[src/rtl/sps_arb.sv]
// sps_arb: two-channel round-robin arbiter in front of a shared 8-bit
// serial-to-parallel deserializer. One byte per grant, delivered with a
// one-cycle wr strobe from the DONE state.
//
// state | meaning
// IDLE  | no transfer; arbitrate between pending requests
// SHIFT | 8 cycles, granted channel shifts one bit per cycle
// DONE  | one cycle, byte presented with wr=1; arbitrate again
module sps_arb #(
  parameter bit MSB_FIRST = 1'b0
) (
  input  logic       clk,
  input  logic       clr,
  input  logic       req0,
  input  logic       req1,
  input  logic       d0,
  input  logic       d1,
  output logic       gnt0,
  output logic       gnt1,
  output logic [7:0] datao,
  output logic       chan,
  output logic       wr,
  output logic       busy,
  output logic [7:0] bcnt
);

  typedef enum logic [1:0] {IDLE, SHIFT, DONE} state_t;

  state_t     state, state_nxt;
  // sel holds the channel currently (or most recently) served; it doubles as
  // the round-robin history, so resetting it to 1 gives ch0 first priority.
  logic       sel, sel_nxt;
  logic [2:0] bitcnt;
  logic [7:0] shreg, byte_nxt;
  logic [2:0] idx;
  logic       din;

  // State register.
  always_ff @(posedge clk) begin
    if (clr) state <= IDLE;
    else     state <= state_nxt;
  end

  // Next-state, arbitration and bit-placement logic.
  always_comb begin
    state_nxt = state;
    sel_nxt   = sel;
    case (state)
      IDLE, DONE: begin
        if (req0 || req1) begin
          state_nxt = SHIFT;
          if (req0 && req1) sel_nxt = ~sel;
          else              sel_nxt = req1;
        end else begin
          state_nxt = IDLE;
        end
      end
      SHIFT: begin
        if (bitcnt == 3'd7) state_nxt = DONE;
      end
      default: state_nxt = IDLE;
    endcase

    din      = sel ? d1 : d0;
    idx      = MSB_FIRST ? (3'd7 - bitcnt) : bitcnt;
    byte_nxt = shreg;
    byte_nxt[idx] = din;
  end

  assign gnt0 = (state == SHIFT) && !sel;
  assign gnt1 = (state == SHIFT) && sel;
  assign wr   = (state == DONE);
  assign busy = (state != IDLE);

  // Datapath: channel select, shift assembly, byte/channel/count capture.
  always_ff @(posedge clk) begin
    if (clr) begin
      sel    <= 1'b1;
      bitcnt <= 3'd0;
      shreg  <= 8'h00;
      datao  <= 8'h00;
      chan   <= 1'b0;
      bcnt   <= 8'h00;
    end else begin
      sel <= sel_nxt;
      if (state == SHIFT) begin
        shreg  <= byte_nxt;
        bitcnt <= bitcnt + 3'd1;
        if (bitcnt == 3'd7) begin
          datao <= byte_nxt;
          chan  <= sel;
          bcnt  <= bcnt + 8'd1;
        end
      end
    end
  end

endmodule

[config.mk]
export PLATFORM = sky130hd
export DESIGN_NAME = sps_arb
export DESIGN_NICKNAME = d
export VERILOG_FILES = /design/src/rtl/sps_arb.sv
export SDC_FILE = /design/constraint.sdc
export NUM_CORES = 1
export LEC_CHECK = 0
export CAP_MARGIN = 15
export CORE_UTILIZATION = 51
export CTS_CLUSTER_SIZE = 28
export DETAILED_ROUTE_END_ITERATION = 6
export GPL_ROUTABILITY_DRIVEN = 0
export PLACE_DENSITY = 0.88
export SKIP_CTS_REPAIR_TIMING = 1
export SKIP_LAST_GASP = 1
export SLEW_MARGIN = 20
export SYNTH_ARGS = -nofsm -noshare
export SYNTH_HDL_FRONTEND = slang
export SYNTH_SLANG_ARGS = --single-unit
[constraint.sdc]
create_clock -name clk -period 1.7 [get_ports clk]
set_input_delay 0.425 -clock clk [delete_from_list [all_inputs] [get_ports clk]]
set_output_delay 0.425 -clock clk [all_outputs]
set_load 0.01 [all_outputs]
==> out/qor.txt <==
status - finished, final reports clean
Synth Flop Type - dfxtp_1
most common cell in the netlist - dfxtp_1
Final Power - 1.449 mW
Via Count - 1395
worst path bufs/invs - 1
Synth area leaders - dfxtp_1, a21oi_1, nand3b_1
DRT Pass-1 Iters - 4
Clock Latency Late Sink - 0.34 ns
cell taking the most area after synthesis - dfxtp_1
Via density - 5.987
Final period util - 97.28%
GRT overflow - 0
# rows - 19
cell area after synthesis - 1485 µm²
DRC viols - 0
area post-placement - 1810 µm²
vias in the first global route - 1342
TritonCTS clock tree - built
WL per Instance - 15.76 µm
Arr. time, crit path - 1.23 ns
core area - 2758 µm²
initial core utilization - 53.86%
Seq cells post-synth - 31
worst path required time - 1.27 ns
Synth Warn # - 0
min Tclk post-route - 1.654 ns
worst vdd ir - 0.9396 mV
cell count after synthesis - 172
Startpoint Class - register
critical setup path kind - reg2out
slowest stage delay, CP - 0.54 ns
largest net degree at the start of global routing - 31
clk slew on worst S/H paths - 0.09 ns
kind of end point of the critical path - output port
relative slew slack - 58.51%
Synth async-reset ratio - 0%
Reg-to-Reg Start - bitcnt[1]
DP HPWL - 2.553 mm
Hold Crit Start - chan
Worst R2R Path Depth - 6
Unique masters post-synth - 33
antenna viol nets, final - 0
Syn Area/Cell - 8.635 µm²
H-Tree Depth - 2
Post-synth top cells - dfxtp_1, a21oi_1, nor3_1, nand3b_1
critical-path cell list - clkdlybuf4s50_1
Max Fclk - 604.7 MHz
first-pass GRT wire length - 5.906 mm
Tightest Pin Transition - 0.6210 ns
nets - 211
post-route design area - 1937 µm²
Post-Place Setup Slack - -0.03036 ns
Die Ht - 55.97 µm
die area - 3132 µm²
reg2reg setup slack - 0.08 ns
slowest CP cell - clkdlybuf4s50_1
IO Count - 27
Final WS setup - 0.04618 ns
DR iter-0 viols - 42
Synth top area share - 41.79%
critical path's top delay family - buffers and inverters
Root Driver - clkbuf_4
EDFF count, synth - 0
number of diodes - 0
Final Hold Viols - 0
total track usage - 24.80%
clk sinks - 31
CP Max Fanout - 2
max-cap violations - 0
CTS max path bufs - 2
layout cells sized above 1 - 15.84%
antenna violations before repair - 0
class of the worst hold path - reg2reg
fin. max-slew vios - 0
sequential fraction of the synthesis area - 41.79%
placed insts - 226
Syn-to-layout area delta - 30.41%
die width - 55.97 µm
Inserted Clock Buffers - 5
P_leak - 0.9394 nW
Port Buffers - 26
pwr/cell area - 748.2 nW/µm²
final non-filler cell total - 233
WHS Endpoint - chan
Net Count, Synth - 181
Worst Clk Skew - 0.007953 ns
worst r2r dst - bcnt[3]
Routed WL - 3.673 mm
hold path depth - 2
setup violators final - 0
-- per-layer routing --
| layer | part of all wire, % | global-route usage [%] |
|---|---|---|
| met1 | 40 | 25.93 |
| met2 | 51 | 43.20 |
| met3 | 5.2 | 8.140 |
| met4 | 3.8 | 14.29 |
| met5 | 0 | 0 |
-- logic make-up (layout without fill, tap and decap cells) --
logic type / after synthesis / in the layout / synth area share, %
compound gates: 37 / 37 / 13.82
xor+xnor: 1 / 1 / 0.5898
simple gates: 75 / 75 / 30.41
fa+ha+maj: 3 / 3 / 2.528
mux: 8 / 8 / 5.476
buf+inv: 17 / 47 / 5.391
flops: 31 / 31 / 41.79
-- cell type report --
cell class	instances	area, µm²
multi-input cells	124	792.0
clock inverters	1	30.03
flip-flops and latches	31	633.1
repair buffers	37	390.4
fillers	223	820.8
clock buffers	6	41.29
inverters	3	11.26
well taps	31	38.79
-- flip-flops by register name, summed over array words and instances, names as in the netlist --
name / cells
bcnt: 8
bitcnt: 3
chan: 1
datao: 8
sel: 1
shreg: 8
state: 2
-- worst min-delay path, delay by kind of cell, from the launching register on --
family	cells	cell delay [ns]
compound gates	1	0.06
flops	1	0.32
simple gates	1	0.05
-- stage by stage --
stage / hold slack [ns] / setup TNS [ns] / util (%)
finish: 0.4692 / 0 / 70.24
global route: 0.5132 / -0.05594 / 70.24
CTS: 0.4715 / -1.385 / 68.24
detailed placement: 0.4599 / -0.03036 / 65.65
global placement: 0.4562 / 0 / 65.65
floorplan: 0.4805 / 0 / -
-- placed cells by master (no fill, tap or decap), types with 3 or more instances in the layout --
master	instances
dfxtp_2	7
nand3_1	4
o21ai_0	11
a21oi_1	18
or4_1	3
clkdlybuf4s50_1	12
inv_1	3
dfxtp_1	23
nor3_1	15
ha_1	3
nand3b_1	12
clkbuf_4	5
nand2b_1	3
nor3b_1	3
nor2b_1	3
buf_4	10
o31ai_1	5
mux2i_1	7
nor2_1	5
dlymetal6s2s_1	14
or3_1	3
nand2_1	11
-- worst max path at each step --
| stage | start | to | slack (ns) | cells past startpoint |
|---|---|---|---|---|
| floorplan | bitcnt[0] | bcnt[6] | 0.21 | 5 |
| global placement | d1 | datao[1] | 0.01 | 4 |
| detailed placement | d1 | datao[1] | -0.03 | 4 |
| CTS | state[0] | gnt0 | -0.34 | 3 |
| global route | bitcnt[0] | datao[1] | -0.03 | 5 |
| finish | datao[5] | datao[5] | 0.05 | 1 |
-- report_power, final --
part           internal, mW  switching [mW]  total [mW]
Clock                 0.303           0.242       0.545
Combinational        0.0720          0.0836       0.156
Sequential            0.738          0.0109       0.749
Total                  1.11           0.337        1.45
Power figures use the tool's default switching activity.
